===== src/rtl/io_bus_responder_if.sv =====
// CPU I/O bus between the address/data mux (master) and the peripheral responder (slave).
interface io_bus_responder_if;
  logic        ioRead;
  logic        ioWrite;
  logic [31:0] addr;
  logic [31:0] write_data;
  logic        LEDCtrl;
  logic        SwitchCtrl;
  logic        CUBECtrl;
  logic [15:0] io_rdata;

  modport master (
    output ioRead, ioWrite, addr, write_data, LEDCtrl, SwitchCtrl, CUBECtrl,
    input  io_rdata
  );

  modport slave (
    input  ioRead, ioWrite, addr, write_data, LEDCtrl, SwitchCtrl, CUBECtrl,
    output io_rdata
  );
endinterface


===== src/rtl/io_bus_responder.sv =====
// MMIO responder: LED/7-seg registers, synchronised switches, free-running 8-digit scan.
// Define IO_DEBOUNCE_EN to add a DEB_CYCLES hold-time filter on the switch inputs.
module io_bus_responder #(
  parameter int unsigned SCAN_DIV   = 100000,
  parameter int unsigned DEB_CYCLES = 1000000
) (
  input  logic                clock,
  input  logic                reset,
  io_bus_responder_if.slave   bus,
  input  logic [23:0]         switch_i,
  output logic [23:0]         led_o,
  output logic [7:0]          seg_en,
  output logic [7:0]          seg_out
);
  localparam logic [31:0] LED_ADDR = 32'hFFFFFC60;
  localparam logic [31:0] SW_ADDR  = 32'hFFFFFC70;
  localparam logic [31:0] SEG_ADDR = 32'hFFFFFC80;
  localparam int unsigned SCAN_W   = (SCAN_DIV > 1) ? $clog2(SCAN_DIV) : 1;

  logic [7:0][3:0]   seg_digits;
  logic [23:0]       sw_s1, sw_s2, sw_q;
  logic [SCAN_W-1:0] scan_cnt;
  logic [2:0]        dig_idx;
  logic              scan_on;
  logic              scan_tick;
  logic              hit_led, hit_sw, hit_seg, hi;
  logic              unused_bits;

  // addr[0] is don't-care; only the low halfword of write_data is ever used
  assign unused_bits = ^{bus.addr[0], bus.write_data[31:16]};

  assign hi      = bus.addr[1];
  assign hit_led = (bus.addr[31:2] == LED_ADDR[31:2]) && bus.LEDCtrl;
  assign hit_sw  = (bus.addr[31:2] == SW_ADDR[31:2])  && bus.SwitchCtrl;
  assign hit_seg = (bus.addr[31:2] == SEG_ADDR[31:2]) && bus.CUBECtrl;

  always_ff @(posedge clock or posedge reset) begin
    if (reset) begin
      led_o      <= '0;
      seg_digits <= '0;
    end else if (bus.ioWrite) begin
      if (hit_led) begin
        if (hi) led_o[23:16] <= bus.write_data[7:0];
        else    led_o[15:0]  <= bus.write_data[15:0];
      end
      if (hit_seg) begin
        if (hi) seg_digits[7:4] <= bus.write_data[15:0];
        else    seg_digits[3:0] <= bus.write_data[15:0];
      end
    end
  end

  // Reads see registered state only, so a same-cycle write shows up next cycle.
  always_comb begin
    bus.io_rdata = 16'h0000;
    if (bus.ioRead) begin
      if (hit_led)      bus.io_rdata = hi ? {8'h00, led_o[23:16]} : led_o[15:0];
      else if (hit_sw)  bus.io_rdata = hi ? {8'h00, sw_q[23:16]}  : sw_q[15:0];
      else if (hit_seg) bus.io_rdata = hi ? seg_digits[7:4]       : seg_digits[3:0];
    end
  end

  always_ff @(posedge clock or posedge reset) begin
    if (reset) begin
      sw_s1 <= '0;
      sw_s2 <= '0;
    end else begin
      sw_s1 <= switch_i;
      sw_s2 <= sw_s1;
    end
  end

`ifdef IO_DEBOUNCE_EN
  localparam int unsigned DEB_W = (DEB_CYCLES > 1) ? $clog2(DEB_CYCLES) : 1;
  logic [DEB_W-1:0] deb_cnt;

  // One shared counter: any bit differing restarts the hold window on return to equality.
  always_ff @(posedge clock or posedge reset) begin
    if (reset) begin
      deb_cnt <= '0;
      sw_q    <= '0;
    end else if (sw_s2 == sw_q) begin
      deb_cnt <= '0;
    end else if (deb_cnt == DEB_W'(DEB_CYCLES - 1)) begin
      deb_cnt <= '0;
      sw_q    <= sw_s2;
    end else begin
      deb_cnt <= deb_cnt + 1'b1;
    end
  end
`else
  localparam int unsigned UNUSED_DEB_CYCLES = DEB_CYCLES;

  always_ff @(posedge clock or posedge reset) begin
    if (reset) sw_q <= '0;
    else       sw_q <= sw_s2;
  end
`endif

  assign scan_tick = (scan_cnt == SCAN_W'(SCAN_DIV - 1));

  // First tick only un-blanks the display on digit 0; later ticks advance the digit.
  always_ff @(posedge clock or posedge reset) begin
    if (reset) begin
      scan_cnt <= '0;
      dig_idx  <= '0;
      scan_on  <= 1'b0;
    end else begin
      scan_cnt <= scan_tick ? '0 : scan_cnt + 1'b1;
      if (scan_tick) begin
        scan_on <= 1'b1;
        if (scan_on) dig_idx <= dig_idx + 1'b1;
      end
    end
  end

  function automatic logic [6:0] hex7(input logic [3:0] n);
    case (n)
      4'h0: hex7 = 7'h40;  4'h1: hex7 = 7'h79;  4'h2: hex7 = 7'h24;  4'h3: hex7 = 7'h30;
      4'h4: hex7 = 7'h19;  4'h5: hex7 = 7'h12;  4'h6: hex7 = 7'h02;  4'h7: hex7 = 7'h78;
      4'h8: hex7 = 7'h00;  4'h9: hex7 = 7'h10;  4'hA: hex7 = 7'h08;  4'hB: hex7 = 7'h03;
      4'hC: hex7 = 7'h46;  4'hD: hex7 = 7'h21;  4'hE: hex7 = 7'h06;  default: hex7 = 7'h0E;
    endcase
  endfunction

  always_comb begin
    seg_en  = 8'hFF;
    seg_out = 8'hFF;
    if (scan_on) begin
      seg_en  = ~(8'b1 << dig_idx);
      seg_out = {1'b1, hex7(seg_digits[dig_idx])};
    end
  end
endmodule


===== src/flat_wrapper.sv =====
// flat-port wrapper written by rule: the top's interface ports become plain ports
module io_bus_responder_flat 
#(
  parameter int unsigned SCAN_DIV   = 100000,
  parameter int unsigned DEB_CYCLES = 1000000
)
  (clock, reset, switch_i, led_o, seg_en, seg_out, bus_ioRead, bus_ioWrite, bus_addr, bus_write_data, bus_LEDCtrl, bus_SwitchCtrl, bus_CUBECtrl, bus_io_rdata);
  io_bus_responder_if bus_i ();
  input  logic clock;
  input  logic reset;
  input  logic [23:0] switch_i;
  output logic [23:0] led_o;
  output logic [7:0] seg_en;
  output logic [7:0] seg_out;
  input wire logic [$bits(bus_i.ioRead)-1:0] bus_ioRead;
  input wire logic [$bits(bus_i.ioWrite)-1:0] bus_ioWrite;
  input wire logic [$bits(bus_i.addr)-1:0] bus_addr;
  input wire logic [$bits(bus_i.write_data)-1:0] bus_write_data;
  input wire logic [$bits(bus_i.LEDCtrl)-1:0] bus_LEDCtrl;
  input wire logic [$bits(bus_i.SwitchCtrl)-1:0] bus_SwitchCtrl;
  input wire logic [$bits(bus_i.CUBECtrl)-1:0] bus_CUBECtrl;
  output wire logic [$bits(bus_i.io_rdata)-1:0] bus_io_rdata;
  assign bus_i.ioRead = bus_ioRead;
  assign bus_i.ioWrite = bus_ioWrite;
  assign bus_i.addr = bus_addr;
  assign bus_i.write_data = bus_write_data;
  assign bus_i.LEDCtrl = bus_LEDCtrl;
  assign bus_i.SwitchCtrl = bus_SwitchCtrl;
  assign bus_i.CUBECtrl = bus_CUBECtrl;
  assign bus_io_rdata = bus_i.io_rdata;
  io_bus_responder #(.SCAN_DIV(SCAN_DIV), .DEB_CYCLES(DEB_CYCLES)) u_core (.clock(clock), .reset(reset), .bus(bus_i), .switch_i(switch_i), .led_o(led_o), .seg_en(seg_en), .seg_out(seg_out));
endmodule

===== config.mk =====
export PLATFORM = sky130hd
export DESIGN_NAME = io_bus_responder_flat
export DESIGN_NICKNAME = d
export VERILOG_FILES = /design/src/rtl/io_bus_responder_if.sv /design/src/rtl/io_bus_responder.sv /design/src/flat_wrapper.sv
export SDC_FILE = /design/constraint.sdc
export NUM_CORES = 1
export LEC_CHECK = 0
export BUFFER_PORTS_ARGS = -buffer_cell sky130_fd_sc_hd__buf_4
export CAP_MARGIN = 30
export CORE_ASPECT_RATIO = 1.75
export CORE_UTILIZATION = 58
export DETAILED_ROUTE_END_ITERATION = 16
export PLACE_DENSITY = 0.85
export SKIP_CTS_REPAIR_TIMING = 1
export SLEW_MARGIN = 40
export SYNTH_ARGS = -nofsm -noshare
export SYNTH_HDL_FRONTEND = slang
export SYNTH_SLANG_ARGS = --single-unit

===== constraint.sdc =====
create_clock -name clock -period 7.77 [get_ports clock]
set_input_delay 1.554 -clock clock [delete_from_list [all_inputs] [get_ports clock]]
set_output_delay 1.554 -clock clock [all_outputs]
set_load 0.01 [all_outputs]

== Word-level counts from Yosys, hierarchy flattened ==
Memory sizes are Yosys's and may differ from the RTL's.
Cells that the tools add are included.
Operators by class
  add/sub/neg operators: 2
  magnitude comparators: 1
  bitwise operators: 2
  shifts and indexed selects: 1
  reduce and logical (&&, ||, !) cells: 8
  eq/ne operators: 4
  mux-type cells: 12
Operator list (number)
  two-way mux 16 bit: 7
  == test 30 bit, second input constant: 3
  adder 17 x 1 -> 17 bit, second input constant: 1
  == test 17 bit, second input constant: 1
  two-way mux 17 bit: 1
  binary-select mux 4 bit (select 3 bit): 1
  AND reduction 3 bit: 4
  two-way mux 8 bit: 1
  inverter 8 bit: 1
  left shift 1 x 3 -> 8 bit, first input constant: 1
  two-way mux 7 bit: 1
  < comparator 3 x 4 -> 1 bit, second input constant: 1
  two-way mux 4 bit: 1
  adder 3 x 1 -> 3 bit, second input constant: 1
  logical AND 1 bit: 3
  AND reduction 2 bit: 1
  inverter 1 bit: 1
Storage, ports and cells
  memories kept: 1
  memory bits (read-only): 112
  logic and storage cells: 47
  bits of input ports: 95
  output and inout bits: 56
  register bits after elaboration: 149
Memories
  (no name shown): words 16, width 7, rd ports 1, clocked after memory_dff 0, write ports 0, line io_bus_responder.sv:118  | case (n)

== Logic depth before layout (Yosys ltp) ==
  depth after elaboration: 6
  depth in mapped cells: 9
  gate-level depth less buffers: 8

== Least setup slack after synthesis ==
No wires, ideal clock.
  kind: input port to output port
  start point: in bus_addr[3]
  end point: out bus_io_rdata[0]
  stages: 6
  buffers on the path: 1
  setup slack: 3.096 ns
  arrival: 3.120 ns
  path through: or4b_4 > nor4_4 > and4_2 > clkbuf_1 > nand2_1 > and3_1
On the way
  longest elaborated chain between the ends: 6
Ends and longest elaborated chain
  start, declared: line flat_wrapper.sv:17  | input wire logic [$bits(bus_i.addr)-1:0] bus_addr;
  == test 30 bit: line io_bus_responder.sv:35  | assign hit_seg = (bus.addr[31:2] == SEG_ADDR[31:2]) && bus.CUBECtrl;
  logical AND 1 bit: line io_bus_responder.sv:35
  two-way mux 16 bit: line io_bus_responder.sv:59  | else if (hit_seg) bus.io_rdata = hi ? seg_digits[7:4] : seg_digits[3:0];
  two-way mux 16 bit: line io_bus_responder.sv:58  | else if (hit_sw) bus.io_rdata = hi ? {8'h00, sw_q[23:16]} : sw_q[15:0];
  two-way mux 16 bit *: line io_bus_responder.sv:57  | if (hit_led) bus.io_rdata = hi ? {8'h00, led_o[23:16]} : led_o[15:0];
  two-way mux 16 bit *: line io_bus_responder.sv:56  | if (bus.ioRead) begin
  end, declared: line flat_wrapper.sv:22  | output wire logic [$bits(bus_i.io_rdata)-1:0] bus_io_rdata;
Every way passes the cells marked *; elsewhere a longest branch is shown, timed or not.

== Worst setup path in the final report ==
  start point: in bus_addr[1]
  end point: out bus_io_rdata[15]
On the way
  longest elaborated chain between the ends: 5
Ends and longest elaborated chain (line)
  two-way mux 16 bit (2 in a row): io_bus_responder.sv:59
  two-way mux 16 bit: io_bus_responder.sv:58
  two-way mux 16 bit *: io_bus_responder.sv:57
  two-way mux 16 bit *: io_bus_responder.sv:56
Marks and branches as above.

==> metrics <==
DP Area 7506 um2; Post-Syn Nets 580; WP data required 6220 ps; Max H-tree Level 4; worst skew pair latency 420 ps; Worst VDD drop roughly 180 uV; Sink Count 149; pwr dens 214.8 nW/um2; final RePlAce weighted congestion 0.7846; RSZ-0062 raised after global routing false; Final min period 5228 ps; post-synthesis compound-gate area fraction 0.04846; top cells by area, synth dfrtp_1, mux2_2, mux2i_1, mux4_2, ha_1; number of flops mapped to enable cells by yosys 0; Residual DRC 0; diode count 0; worst slew pin tran 795.2 ps; Leakage 4.013 nW; final hold violations 0; CP Launch Type input pin; final core utilization 0.7619; per-cell routed wire length roughly 20 um; GR Overflow Total 0; WP data arrival 3670 ps; Mapped Area 6404 um2; CP Cell Sequence buf_4, clkinv_1, and2_1, a21oi_1, o22a_1, nor3_1, buf_4; CTS tree built; sequential share of the synthesized area 0.5823; slowest cell on the critical path clkinv_1; Initial Util 0.5986; Area Overhead vs Synth 27.28%; # port buffers 132; total wire length about 15 mm; Max Clk Rate 191.3 MHz; CP Capture Type output pin; Rows 50; initial antenna violation count 0; routed vias between 4000 and 5000; Clock Root Buffer clkbuf_16; simple-gate portion of the synthesized area 0.1028; DR iter-0 viols 150; critical path class input pin to output pin; Hold Slack 344.7 ps; largest net degree at the start of global routing 80; Yosys cell types 49; endpoints failing setup 0; Yosys top cell area share 0.5823; adder-cell share of the synthesized area 0.02540; total negative slack 0 ps; Die Span Y 141 um; global-route wire length before repair 23.95 mm; Num CTS Buffers 17; Ys Warns 0; share of flip-flops with an asynchronous set or reset 1.000; layout cells sized above 1 0.3974; #FFs+latches synth 149; cell mode on critical path buf_4; Core ar. 10700 um2; outcome completed; Die Area roughly 11000 um2; Hold Path Class flop to flop; DP Wirelength between 10 and 15 mm; Fin Clk Skew about 6.5 ps; mux contribution to synthesized area 0.1954; fin area 8150 um2; die width 81.43 um; DRT Pass-1 Iters 4; IO Pins 151; Post-Syn Area per Cell 13.57 um2; Period Utilization, post-route 0.6729; Max-Cap Viols 0; GR Util All Layers 0.2877; Max Transition Viols Final 0; XOR/XNOR Fraction of Synth Area 0.02052; commonest register cell after synthesis dfrtp_1; Final #Nets 714; post-route ant nets 0; vias in the first global route 4876; CTS max path bufs 2; largest area contributor in the synthesized netlist dfrtp_1; critical path peak fanout 35; main combinational cell family by area after synthesis multiplexers; clk slew on worst S/H paths 60 ps; Slew HR 0.4594; via/cell ratio ~6; slowest stage delay, CP 570 ps; post-synthesis cell count 472
==> registers in the layout (all words and copies together), names as in the netlist <==
signal,cells
u_core.scan_cnt,17
u_core.seg_digits,32
u_core.led_o,24
u_core.sw_s1,24
u_core.scan_on,1
u_core.dig_idx,3
u_core.sw_s2,24
u_core.sw_q,24
==> per-layer routing <==
layer | GRT usage | vias to the layer above | routed length (um)
li1 | - | 1971 | -
met1 | 0.3065 | 2240 | 5313
met2 | 0.4947 | 152 | 8210
met3 | 0.06731 | 53 | 662
met4 | 0.1814 | 0 | 820
met5 | 0 | - | 0
==> layout by cell type (no fill, tap or decap), types with 3 or more instances in the layout <==
cell type / Yosys / layout
dfrtp_1: 149 / 149
buf_4: 1 / 134
mux2_2: 43 / 43
mux2i_1: 38 / 36
nand2_1: 28 / 28
a21oi_1: 17 / 17
clkbuf_16: 0 / 17
nand3_1: 15 / 15
nor2_1: 13 / 13
ha_1: 13 / 13
and3_1: 11 / 11
mux2_4: 10 / 10
nor3_1: 10 / 9
o221ai_1: 9 / 9
inv_1: 9 / 8
xor2_1: 8 / 8
mux4_2: 8 / 8
o22a_1: 8 / 8
nand4_1: 7 / 7
xnor2_1: 7 / 7
o211ai_1: 6 / 6
inv_6: 0 / 5
mux2_1: 5 / 5
bufinv_16: 0 / 4
nor4_1: 4 / 3
or2_2: 2 / 3
o21ai_0: 3 / 3
nand2b_1: 3 / 3
==> logic make-up (layout without fill, tap and decap cells) <==
group | Yosys count | count (layout)
AO/OA/AOI/OAI | 45 | 45
XOR/XNOR | 15 | 15
adder cells (fa/ha/maj) | 13 | 13
buffers and inverters | 32 | 179
flip-flops | 149 | 149
multiplexers | 104 | 104
other | 1 | 1
AND/OR/NAND/NOR | 113 | 113
==> final timing paths <==
path	slack [ps]	cells past startpoint	startpoint	end
setup / recovery	2540	7	bus_addr[1]	bus_io_rdata[15]
hold / removal	340	0	u_core.sw_s2[22]	u_core.sw_q[22]
setup reg to reg	5680	5	u_core.scan_cnt[11]	u_core.dig_idx[1]
hold reg to reg	340	0	u_core.sw_s2[22]	u_core.sw_q[22]
max in group asynchronous	5380	4	reset	u_core.dig_idx[1]
min in group asynchronous	1260	2	reset	u_core.sw_s2[6]
==> critical path: cells and delay by family <==
family                 cells  cell delay (ps)
buffers and inverters      3             1220
AO/OA/AOI/OAI              2              410
AND/OR/NAND/NOR            2              460
==> synthesized netlist by cell type (2+ instances only) <==
cell,instances
nand2b_1,3
buf_1,6
a21oi_1,17
nand2_1,28
buf_6,2
o211ai_1,6
mux4_2,8
or2_2,2
nor4_1,4
o221ai_1,9
o21ai_0,3
nand4b_1,2
nor2_1,13
dfrtp_1,149
nand3_1,15
mux2_1,5
mux2_4,10
nand4_1,7
clkinv_1,2
xnor2_1,7
o22a_1,8
clkbuf_1,9
mux2_2,43
or4_1,2
and3_1,11
buf_2,2
and2_1,2
mux2i_1,38
ha_1,13
nor2b_1,3
nor3_1,10
inv_1,9
xor2_1,8
==> report_power, final <==
part / internal [mW] / leakage [nW] / switching (mW)
clock network: 0.550 / 0.308 / 0.327
registers: 0.795 / 1.90 / 0.00580
logic: 0.0340 / 1.80 / 0.0396
total: 1.38 / 4.01 / 0.372
==> cell type report <==
type	instances	area [um2]
flip-flops and latches	149	3729
inverters	11	46.29
clock inverters	14	197.7
repair buffers	136	1037
multi-input cells	291	2539
well taps	130	162.7
fillers	624	2547
clock buffers	18	439.2
==> stage by stage <==
stage               power (mW)  setup WS (ps)  instances
floorplan               0.8411           2208        472
global placement        0.8825           2621        715
detailed placement      0.8879           2533        717
CTS                      1.762           2507        749
global route             1.802           2393        749
finish                   1.751           2542        749
(Power assumes the default switching activity.)
